File: src/rtl/wb_stage_buf_if.sv
// Bus bundle for the write-back retire buffer: MEM handshake and payload,
// GPR/CP0 commit ports, bypass query and the retire trace port.
interface wb_stage_buf_if #(
  parameter int DATA_W = 32,
  parameter int DEPTH  = 2,
  parameter int REG_AW = 5
);
  localparam int CNT_W = $clog2(DEPTH) + 1;

  logic              ms_to_ws_valid;
  logic              ws_allowin;
  logic [DATA_W-1:0] ms_pc;
  logic [DATA_W-1:0] ms_result;
  logic [DATA_W-1:0] ms_rt_value;
  logic [DATA_W-1:0] ms_badvaddr;
  logic [REG_AW-1:0] ms_dest;
  logic [REG_AW-1:0] ms_cp0_addr;
  logic              ms_gr_we;
  logic              ms_res_from_cp0;
  logic              ms_mtc0_we;
  logic              ms_ex;
  logic              ms_bd;
  logic              ms_eret;
  logic [4:0]        ms_excode;

  logic              rf_stall;
  logic [DATA_W-1:0] cp0_rdata;

  logic              rf_we;
  logic [REG_AW-1:0] rf_waddr;
  logic [DATA_W-1:0] rf_wdata;

  logic              ws_ex;
  logic              ws_bd;
  logic              ws_eret;
  logic              mtc0_we;
  logic [4:0]        ws_excode;
  logic [DATA_W-1:0] ws_pc;
  logic [DATA_W-1:0] ws_badvaddr;
  logic [DATA_W-1:0] cp0_wdata;
  logic [REG_AW-1:0] cp0_addr;
  logic              ws_flush;

  logic [REG_AW-1:0] fwd_raddr;
  logic              fwd_hit;
  logic              fwd_pending;
  logic [DATA_W-1:0] fwd_data;

  logic [CNT_W-1:0]  ws_count;

  logic [31:0]       debug_wb_pc;
  logic [3:0]        debug_wb_rf_wen;
  logic [4:0]        debug_wb_rf_wnum;
  logic [31:0]       debug_wb_rf_wdata;

  // Buffer side
  modport slave (
    input  ms_to_ws_valid, ms_pc, ms_result, ms_rt_value, ms_badvaddr,
           ms_dest, ms_cp0_addr, ms_gr_we, ms_res_from_cp0, ms_mtc0_we,
           ms_ex, ms_bd, ms_eret, ms_excode, rf_stall, cp0_rdata, fwd_raddr,
    output ws_allowin, rf_we, rf_waddr, rf_wdata, ws_ex, ws_bd, ws_eret,
           mtc0_we, ws_excode, ws_pc, ws_badvaddr, cp0_wdata, cp0_addr,
           ws_flush, fwd_hit, fwd_pending, fwd_data, ws_count,
           debug_wb_pc, debug_wb_rf_wen, debug_wb_rf_wnum, debug_wb_rf_wdata
  );

  // Pipeline / environment side
  modport master (
    output ms_to_ws_valid, ms_pc, ms_result, ms_rt_value, ms_badvaddr,
           ms_dest, ms_cp0_addr, ms_gr_we, ms_res_from_cp0, ms_mtc0_we,
           ms_ex, ms_bd, ms_eret, ms_excode, rf_stall, cp0_rdata, fwd_raddr,
    input  ws_allowin, rf_we, rf_waddr, rf_wdata, ws_ex, ws_bd, ws_eret,
           mtc0_we, ws_excode, ws_pc, ws_badvaddr, cp0_wdata, cp0_addr,
           ws_flush, fwd_hit, fwd_pending, fwd_data, ws_count,
           debug_wb_pc, debug_wb_rf_wen, debug_wb_rf_wnum, debug_wb_rf_wdata
  );
endinterface

File: src/rtl/wb_stage_buf.sv
// Write-back retire buffer: in-order circular FIFO of MEM results that commits
// one head entry per cycle to the GPR/CP0 ports and serves register bypass.
module wb_stage_buf #(
  parameter int DATA_W = 32,
  parameter int DEPTH  = 2,
  parameter int REG_AW = 5
) (
  input  logic          clk,
  input  logic          resetn,
  wb_stage_buf_if.slave wb
);
  localparam int PTR_W = $clog2(DEPTH);
  localparam int CNT_W = $clog2(DEPTH) + 1;

  typedef struct packed {
    logic [DATA_W-1:0] pc;
    logic [DATA_W-1:0] result;
    logic [DATA_W-1:0] rt_value;
    logic [DATA_W-1:0] badvaddr;
    logic [REG_AW-1:0] dest;
    logic [REG_AW-1:0] cp0_addr;
    logic              gr_we;
    logic              res_from_cp0;
    logic              mtc0_we;
    logic              ex;
    logic              bd;
    logic              eret;
    logic [4:0]        excode;
  } entry_t;

  entry_t           entry_q [DEPTH];
  logic [DEPTH-1:0] valid_q, valid_d;
  logic [PTR_W-1:0] head_q, head_d;
  logic [PTR_W-1:0] tail_q, tail_d;
  logic [CNT_W-1:0] count_q, count_d;

  entry_t           in_entry;
  entry_t           hd;
  logic             nonempty;
  logic             commit;
  logic             allowin;
  logic             push;
  logic             ex_commit;
  logic             eret_commit;
  logic             flush;
  logic [DATA_W-1:0] rf_wdata_raw;
  logic [PTR_W-1:0] fwd_idx;

  function automatic logic [PTR_W-1:0] ptr_inc(input logic [PTR_W-1:0] p);
    return (p == PTR_W'(DEPTH - 1)) ? '0 : p + PTR_W'(1);
  endfunction

  always_comb begin
    in_entry              = '0;
    in_entry.pc           = wb.ms_pc;
    in_entry.result       = wb.ms_result;
    in_entry.rt_value     = wb.ms_rt_value;
    in_entry.badvaddr     = wb.ms_badvaddr;
    in_entry.dest         = wb.ms_dest;
    in_entry.cp0_addr     = wb.ms_cp0_addr;
    in_entry.gr_we        = wb.ms_gr_we;
    in_entry.res_from_cp0 = wb.ms_res_from_cp0;
    in_entry.mtc0_we      = wb.ms_mtc0_we;
    in_entry.ex           = wb.ms_ex;
    in_entry.bd           = wb.ms_bd;
    in_entry.eret         = wb.ms_eret;
    in_entry.excode       = wb.ms_excode;
  end

  assign hd          = entry_q[head_q];
  assign nonempty    = (count_q != '0);
  assign commit      = nonempty && !wb.rf_stall;
  // A committing head frees its slot in the same cycle, so a full buffer still accepts
  assign allowin     = (count_q < CNT_W'(DEPTH)) || commit;
  assign push        = wb.ms_to_ws_valid && allowin;
  assign ex_commit   = commit && hd.ex;
  assign eret_commit = commit && hd.eret && !hd.ex;
  assign flush       = ex_commit || eret_commit;

  always_comb begin
    head_d  = head_q;
    tail_d  = tail_q;
    count_d = count_q;
    valid_d = valid_q;
    if (flush) begin
      head_d  = '0;
      tail_d  = '0;
      count_d = '0;
      valid_d = '0;
    end else begin
      if (commit) begin
        valid_d[head_q] = 1'b0;
        head_d          = ptr_inc(head_q);
      end
      if (push) begin
        valid_d[tail_q] = 1'b1;
        tail_d          = ptr_inc(tail_q);
      end
      count_d = count_q + CNT_W'(push) - CNT_W'(commit);
    end
  end

  always_ff @(posedge clk) begin
    if (!resetn) begin
      head_q  <= '0;
      tail_q  <= '0;
      count_q <= '0;
      valid_q <= '0;
    end else begin
      head_q  <= head_d;
      tail_q  <= tail_d;
      count_q <= count_d;
      valid_q <= valid_d;
    end
  end

  // Payload storage carries no reset; valid bits alone qualify it
  always_ff @(posedge clk) begin
    if (resetn && push && !flush) begin
      entry_q[tail_q] <= in_entry;
    end
  end

  // Walk oldest to youngest so the last match, the youngest producer, wins
  always_comb begin
    wb.fwd_hit     = 1'b0;
    wb.fwd_pending = 1'b0;
    wb.fwd_data    = '0;
    fwd_idx        = head_q;
    for (int i = 0; i < DEPTH; i++) begin
      fwd_idx = head_q + PTR_W'(i);
      if (valid_q[fwd_idx] && entry_q[fwd_idx].gr_we && !entry_q[fwd_idx].ex &&
          (entry_q[fwd_idx].dest == wb.fwd_raddr) && (wb.fwd_raddr != '0)) begin
        wb.fwd_hit     = 1'b1;
        wb.fwd_pending = entry_q[fwd_idx].res_from_cp0;
        wb.fwd_data    = entry_q[fwd_idx].result;
      end
    end
  end

  assign rf_wdata_raw = hd.res_from_cp0 ? wb.cp0_rdata : hd.result;

  assign wb.ws_allowin  = allowin;
  assign wb.ws_count    = count_q;

  assign wb.rf_we       = commit && hd.gr_we && !hd.ex;
  assign wb.rf_waddr    = nonempty ? hd.dest : '0;
  assign wb.rf_wdata    = nonempty ? rf_wdata_raw : '0;

  assign wb.cp0_addr    = nonempty ? hd.cp0_addr : '0;
  assign wb.mtc0_we     = commit && hd.mtc0_we && !hd.ex;
  assign wb.cp0_wdata   = nonempty ? hd.rt_value : '0;

  assign wb.ws_ex       = ex_commit;
  assign wb.ws_eret     = eret_commit;
  assign wb.ws_flush    = flush;
  assign wb.ws_excode   = nonempty ? hd.excode : '0;
  assign wb.ws_badvaddr = nonempty ? hd.badvaddr : '0;
  assign wb.ws_bd       = nonempty && hd.bd;
  assign wb.ws_pc       = nonempty ? hd.pc : '0;

  assign wb.debug_wb_pc       = nonempty ? 32'(hd.pc) : 32'h0;
  assign wb.debug_wb_rf_wen   = {4{wb.rf_we}};
  assign wb.debug_wb_rf_wnum  = 5'(wb.rf_waddr);
  assign wb.debug_wb_rf_wdata = 32'(wb.rf_wdata);
endmodule

File: src/flat_wrapper.sv
// flat-port wrapper written by rule: the top's interface ports become plain ports
module wb_stage_buf_flat 
#(
  parameter int DATA_W = 32,
  parameter int DEPTH  = 2,
  parameter int REG_AW = 5
)
  (clk, resetn, wb_ms_to_ws_valid, wb_ms_pc, wb_ms_result, wb_ms_rt_value, wb_ms_badvaddr, wb_ms_dest, wb_ms_cp0_addr, wb_ms_gr_we, wb_ms_res_from_cp0, wb_ms_mtc0_we, wb_ms_ex, wb_ms_bd, wb_ms_eret, wb_ms_excode, wb_rf_stall, wb_cp0_rdata, wb_fwd_raddr, wb_ws_allowin, wb_rf_we, wb_rf_waddr, wb_rf_wdata, wb_ws_ex, wb_ws_bd, wb_ws_eret, wb_mtc0_we, wb_ws_excode, wb_ws_pc, wb_ws_badvaddr, wb_cp0_wdata, wb_cp0_addr, wb_ws_flush, wb_fwd_hit, wb_fwd_pending, wb_fwd_data, wb_ws_count, wb_debug_wb_pc, wb_debug_wb_rf_wen, wb_debug_wb_rf_wnum, wb_debug_wb_rf_wdata);
  wb_stage_buf_if #(.DATA_W(DATA_W), .DEPTH(DEPTH), .REG_AW(REG_AW)) wb_i ();
  input  logic clk;
  input  logic resetn;
  input wire logic [$bits(wb_i.ms_to_ws_valid)-1:0] wb_ms_to_ws_valid;
  input wire logic [$bits(wb_i.ms_pc)-1:0] wb_ms_pc;
  input wire logic [$bits(wb_i.ms_result)-1:0] wb_ms_result;
  input wire logic [$bits(wb_i.ms_rt_value)-1:0] wb_ms_rt_value;
  input wire logic [$bits(wb_i.ms_badvaddr)-1:0] wb_ms_badvaddr;
  input wire logic [$bits(wb_i.ms_dest)-1:0] wb_ms_dest;
  input wire logic [$bits(wb_i.ms_cp0_addr)-1:0] wb_ms_cp0_addr;
  input wire logic [$bits(wb_i.ms_gr_we)-1:0] wb_ms_gr_we;
  input wire logic [$bits(wb_i.ms_res_from_cp0)-1:0] wb_ms_res_from_cp0;
  input wire logic [$bits(wb_i.ms_mtc0_we)-1:0] wb_ms_mtc0_we;
  input wire logic [$bits(wb_i.ms_ex)-1:0] wb_ms_ex;
  input wire logic [$bits(wb_i.ms_bd)-1:0] wb_ms_bd;
  input wire logic [$bits(wb_i.ms_eret)-1:0] wb_ms_eret;
  input wire logic [$bits(wb_i.ms_excode)-1:0] wb_ms_excode;
  input wire logic [$bits(wb_i.rf_stall)-1:0] wb_rf_stall;
  input wire logic [$bits(wb_i.cp0_rdata)-1:0] wb_cp0_rdata;
  input wire logic [$bits(wb_i.fwd_raddr)-1:0] wb_fwd_raddr;
  output wire logic [$bits(wb_i.ws_allowin)-1:0] wb_ws_allowin;
  output wire logic [$bits(wb_i.rf_we)-1:0] wb_rf_we;
  output wire logic [$bits(wb_i.rf_waddr)-1:0] wb_rf_waddr;
  output wire logic [$bits(wb_i.rf_wdata)-1:0] wb_rf_wdata;
  output wire logic [$bits(wb_i.ws_ex)-1:0] wb_ws_ex;
  output wire logic [$bits(wb_i.ws_bd)-1:0] wb_ws_bd;
  output wire logic [$bits(wb_i.ws_eret)-1:0] wb_ws_eret;
  output wire logic [$bits(wb_i.mtc0_we)-1:0] wb_mtc0_we;
  output wire logic [$bits(wb_i.ws_excode)-1:0] wb_ws_excode;
  output wire logic [$bits(wb_i.ws_pc)-1:0] wb_ws_pc;
  output wire logic [$bits(wb_i.ws_badvaddr)-1:0] wb_ws_badvaddr;
  output wire logic [$bits(wb_i.cp0_wdata)-1:0] wb_cp0_wdata;
  output wire logic [$bits(wb_i.cp0_addr)-1:0] wb_cp0_addr;
  output wire logic [$bits(wb_i.ws_flush)-1:0] wb_ws_flush;
  output wire logic [$bits(wb_i.fwd_hit)-1:0] wb_fwd_hit;
  output wire logic [$bits(wb_i.fwd_pending)-1:0] wb_fwd_pending;
  output wire logic [$bits(wb_i.fwd_data)-1:0] wb_fwd_data;
  output wire logic [$bits(wb_i.ws_count)-1:0] wb_ws_count;
  output wire logic [$bits(wb_i.debug_wb_pc)-1:0] wb_debug_wb_pc;
  output wire logic [$bits(wb_i.debug_wb_rf_wen)-1:0] wb_debug_wb_rf_wen;
  output wire logic [$bits(wb_i.debug_wb_rf_wnum)-1:0] wb_debug_wb_rf_wnum;
  output wire logic [$bits(wb_i.debug_wb_rf_wdata)-1:0] wb_debug_wb_rf_wdata;
  assign wb_i.ms_to_ws_valid = wb_ms_to_ws_valid;
  assign wb_i.ms_pc = wb_ms_pc;
  assign wb_i.ms_result = wb_ms_result;
  assign wb_i.ms_rt_value = wb_ms_rt_value;
  assign wb_i.ms_badvaddr = wb_ms_badvaddr;
  assign wb_i.ms_dest = wb_ms_dest;
  assign wb_i.ms_cp0_addr = wb_ms_cp0_addr;
  assign wb_i.ms_gr_we = wb_ms_gr_we;
  assign wb_i.ms_res_from_cp0 = wb_ms_res_from_cp0;
  assign wb_i.ms_mtc0_we = wb_ms_mtc0_we;
  assign wb_i.ms_ex = wb_ms_ex;
  assign wb_i.ms_bd = wb_ms_bd;
  assign wb_i.ms_eret = wb_ms_eret;
  assign wb_i.ms_excode = wb_ms_excode;
  assign wb_i.rf_stall = wb_rf_stall;
  assign wb_i.cp0_rdata = wb_cp0_rdata;
  assign wb_i.fwd_raddr = wb_fwd_raddr;
  assign wb_ws_allowin = wb_i.ws_allowin;
  assign wb_rf_we = wb_i.rf_we;
  assign wb_rf_waddr = wb_i.rf_waddr;
  assign wb_rf_wdata = wb_i.rf_wdata;
  assign wb_ws_ex = wb_i.ws_ex;
  assign wb_ws_bd = wb_i.ws_bd;
  assign wb_ws_eret = wb_i.ws_eret;
  assign wb_mtc0_we = wb_i.mtc0_we;
  assign wb_ws_excode = wb_i.ws_excode;
  assign wb_ws_pc = wb_i.ws_pc;
  assign wb_ws_badvaddr = wb_i.ws_badvaddr;
  assign wb_cp0_wdata = wb_i.cp0_wdata;
  assign wb_cp0_addr = wb_i.cp0_addr;
  assign wb_ws_flush = wb_i.ws_flush;
  assign wb_fwd_hit = wb_i.fwd_hit;
  assign wb_fwd_pending = wb_i.fwd_pending;
  assign wb_fwd_data = wb_i.fwd_data;
  assign wb_ws_count = wb_i.ws_count;
  assign wb_debug_wb_pc = wb_i.debug_wb_pc;
  assign wb_debug_wb_rf_wen = wb_i.debug_wb_rf_wen;
  assign wb_debug_wb_rf_wnum = wb_i.debug_wb_rf_wnum;
  assign wb_debug_wb_rf_wdata = wb_i.debug_wb_rf_wdata;
  wb_stage_buf #(.DATA_W(DATA_W), .DEPTH(DEPTH), .REG_AW(REG_AW)) u_core (.clk(clk), .resetn(resetn), .wb(wb_i));
endmodule
File: config.mk
export PLATFORM = sky130hd
export DESIGN_NAME = wb_stage_buf_flat
export DESIGN_NICKNAME = d
export VERILOG_FILES = /design/src/rtl/wb_stage_buf_if.sv /design/src/rtl/wb_stage_buf.sv /design/src/flat_wrapper.sv
export SDC_FILE = /design/constraint.sdc
export NUM_CORES = 1
export LEC_CHECK = 0
export BUFFER_PORTS_ARGS = -buffer_cell sky130_fd_sc_hd__buf_2
export CAP_MARGIN = 15
export CORE_ASPECT_RATIO = 2
export CORE_UTILIZATION = 40
export CTS_CLUSTER_DIAMETER = 100
export DETAILED_ROUTE_END_ITERATION = 7
export GPL_TIMING_DRIVEN = 1
export PLACE_DENSITY = 0.68
export SLEW_MARGIN = 15
export SYNTH_ARGS = -nofsm -noshare
export SYNTH_HDL_FRONTEND = slang
export SYNTH_SLANG_ARGS = --single-unit
File: constraint.sdc
create_clock -name clk -period 19.3 [get_ports clk]
set_clock_uncertainty 0.1 [all_clocks]
set_input_delay 5.79 -clock clk [delete_from_list [all_inputs] [get_ports clk]]
set_output_delay 5.79 -clock clk [all_outputs]
set_load 0.02 [all_outputs]
==> summary.md <==
| Metric | Value |
|---|---|
| Status | completed |
| Die width | 134.5 um |
| VDD IR max | 0.0001001 V |
| Setup Viol. Count Final | 0 |
| Worst endpoint required time | 13.41 ns |
| CTS Sinks | 305 |
| Total GRT Usage | 19.24% |
| Sequential share of the synthesized area | 64.76% |
| Syn avg cell area | 13.09 um2 |
| Switching Share | 40.48% |
| Vias in the first global route | 9555 |
| Pwr per Cell Area | 134.5 nW/um2 |
| DRT antenna net count | 0 |
| Number of remaining DRC errors | 0 |
| Hold Crit Start | u_core.valid_q[1] |
| Worst Path Arrival | 8.60 ns |
| GPL Wtd Cong | 0.8192 |
| Commonest non-fill, non-tap cell in the layout | buf_2 |
| # nets final | 1605 |
| Initial antenna violation count | 14 |
| Capture point of the worst reg-to-reg path | u_core.entry_q[1][90] |
| Clock network fraction of total power | 23.0% |
| Final Cycle Share | 75.07% |
| Synth unique cells | 39 |
| NetSw | 0.0009254 W |
| Grt total ovfl | 0 |
| Worst Hold Depth | 2 |
| Sequential share of power | 35.8% |
| Largest net degree at the start of global routing | 80 |
| Hold_buf cts | 0 |
| Number of synthesized register bits | 305 |
| Fillers | 3048 |
| FF-to-FF path depth | 7 |
| Core area | 34470 um2 |
| Hold Fails Final Rpt | 0 |
| # IOs | 449 |
| Buffers inserted by post-CTS timing repair | 0 |
| Vias | 9934 |
| Critical path class | input port to output port |
| RSZ-0062 raised after global routing | no |
| Die Footprint | 35880 um2 |
| Hold WC Path Type | flop to flop |
| Internal power | 0.001361 W |
| Gate power share | 41.2% |
| Leak | 6.474 nW |
| Slew Limit Fails | 0 |
| Final Cell Area | 17000 um2 |
| Layout cells sized above 1 | 36.29% |
| Root Buffer | clkbuf_16 |
| Hold Crit Endpoint | u_core.valid_q[1] |
| Post-DP HPWL | 25330 um |
| Worst hold slack | 0.3814 ns |
| Initial Util | 40.71% |
| Dpl cell area | 16110 um2 |
| Row cnt | 96 |
| Number of buffers created by CTS | 28 |
| Final min period | 14.49 ns |
| CP max FO | 54 |
| TritonCTS clock tree | built |
| FMAX | 0.06902 GHz |
| Die height | 266.9 um |
| Startpoint types | input port |
| Synthesized area | 14030 um2 |
| EDFF count, synth | 298 |
| Setup TNS | 0 ns |
| Layout area overhead | 21.15% |
| Initial DRC Count | 573 |
| Cell count after synthesis | 1072 |
| First-pass GRT wire length | 52160 um |
| R2r setup slk | 15.18 ns |
| Clock slew at the register clock pins of the worst setup and hold paths | 0.05 ns |
| Clock Path Buffers | 3 |
| H-Tree Depth | 1 |
| Post-synth top flop | edfxtp_1 |
| Max Cap Viol | 0 |
| Syn nets | 1264 |
| Worst-skew pair later-pin latency | 0.54 ns |
| DR pass1 iterations | 7 |
| WL per Instance | 19.18 um |
| Final Util | 49.32% |
| Slew Limit Headroom | 24.71% |
| Ys Warns | 0 |
| Most frequent cells in the layout | 448 x buf_2, 298 x edfxtp_1, 154 x nor2_1, 118 x mux2i_1, 57 x nand2_1 |
| Worst Setup End Kind | output port |
| CTS resizes | 0 |
| Drt via density | 5.276 |
| Post-Route WL | 36130 um |
| Actual slew at the worst max-slew pin | 1.124 ns |
| IO buf count | 448 |
| R2R Path Start | u_core.wb.ws_count[1] |
| Async SR Flop Fraction | 0% |
-- cells by family after synthesis --
family,count (synthesis),share of synthesized area (%)
flip-flops,305,64.76
multiplexers,119,8.496
AO/OA/AOI/OAI,162,8.630
AND/OR/NAND/NOR,311,10.51
XOR/XNOR,13,0.8113
adder cells (fa/ha/maj),2,0.1783
buffers and inverters,160,6.615
-- power by group through the flow --
stage | registers (W) | clock network (W) | logic, W
2_1_floorplan | 0.000830 | 0 | 0.000721
3_3_place_gp | 0.000831 | 0 | 0.000945
3_5_place_dp | 0.000834 | 0 | 0.000949
4_1_cts | 0.000820 | 0.000541 | 0.000952
5_1_grt | 0.000825 | 0.000564 | 0.00101
6_report | 0.000819 | 0.000526 | 0.000941
-- worst max-delay path, cell delays in order --
cell and delay, ns:
buf_2 0.12, or4_1 0.13, nor2_1 0.07, or4_2 0.66
buf_4 0.31, o211ai_4 0.96, o2111ai_1 0.26, buf_2 0.23
-- worst max-delay path by stage --
| stage | startpoint | to | cells after the start |
|---|---|---|---|
| after floorplan | wb_rf_stall | u_core.entry_q[1][0] | 6 |
| final | wb_fwd_raddr[1] | wb_fwd_data[14] | 8 |
| after global placement | wb_fwd_raddr[1] | wb_fwd_data[14] | 8 |
| after CTS | wb_fwd_raddr[2] | wb_fwd_data[7] | 8 |
| after detailed placement | wb_fwd_raddr[2] | wb_fwd_data[7] | 8 |
| after global routing | wb_fwd_raddr[1] | wb_fwd_data[25] | 8 |
-- metrics by stage --
stage | cells | worst slack (ns) | power [W]
after global placement | 1824 | 4.898 | 0.001776
final | 1883 | 4.811 | 0.002286
after detailed placement | 1824 | 4.826 | 0.001784
after global routing | 1882 | 4.723 | 0.002399
after floorplan | 1072 | 5.729 | 0.001552
after CTS | 1874 | 4.825 | 0.002313
-- layout make-up --
| class | count | area [um2] | area share, % |
|---|---|---|---|
| timing repair buffer | 465 | 2370 | 13.94 |
| antenna | 9 | 22.52 | 0.1325 |
| sequential | 305 | 9094 | 53.48 |
| tap | 441 | 551.8 | 3.245 |
| multi-input combinational | 607 | 4073 | 23.95 |
| clock buffer | 35 | 748.2 | 4.401 |
| inverter | 6 | 22.52 | 0.1325 |
| clock inverter | 15 | 121.4 | 0.7138 |
-- registers in the layout, summed over array words and instances, names as in the netlist, named ones only --
name and count:
u_core.valid_q 2, u_core.tail_q 1, u_core.head_q 1, u_core.wb.ws_count 2
u_core.entry_q 298
-- metal layers --
metal	global-route usage [%]	vias up	part of all wire, %
met5	0	-	0.19
met4	11.96	12	5.4
met3	4.444	110	7.1
met2	34.88	473	53
met1	19.70	4703	34
li1	-	4636	-
-- Yosys cell counts (all sizes together), types with 20 or more instances --
library cell / number / area share, %
a211oi: 33 / 1.8
a21oi: 36 / 1.3
buf: 102 / 5.1
clkbuf: 52 / 1.4
edfxtp: 298 / 64
mux2i: 118 / 8.4
nand2: 57 / 1.5
nand2b: 22 / 0.98
nor2: 157 / 4.2
nor2b: 34 / 1.5
o2111ai: 47 / 2.9
o211ai: 20 / 1.2
No activity file was read; power rests on OpenSTA's default activity.
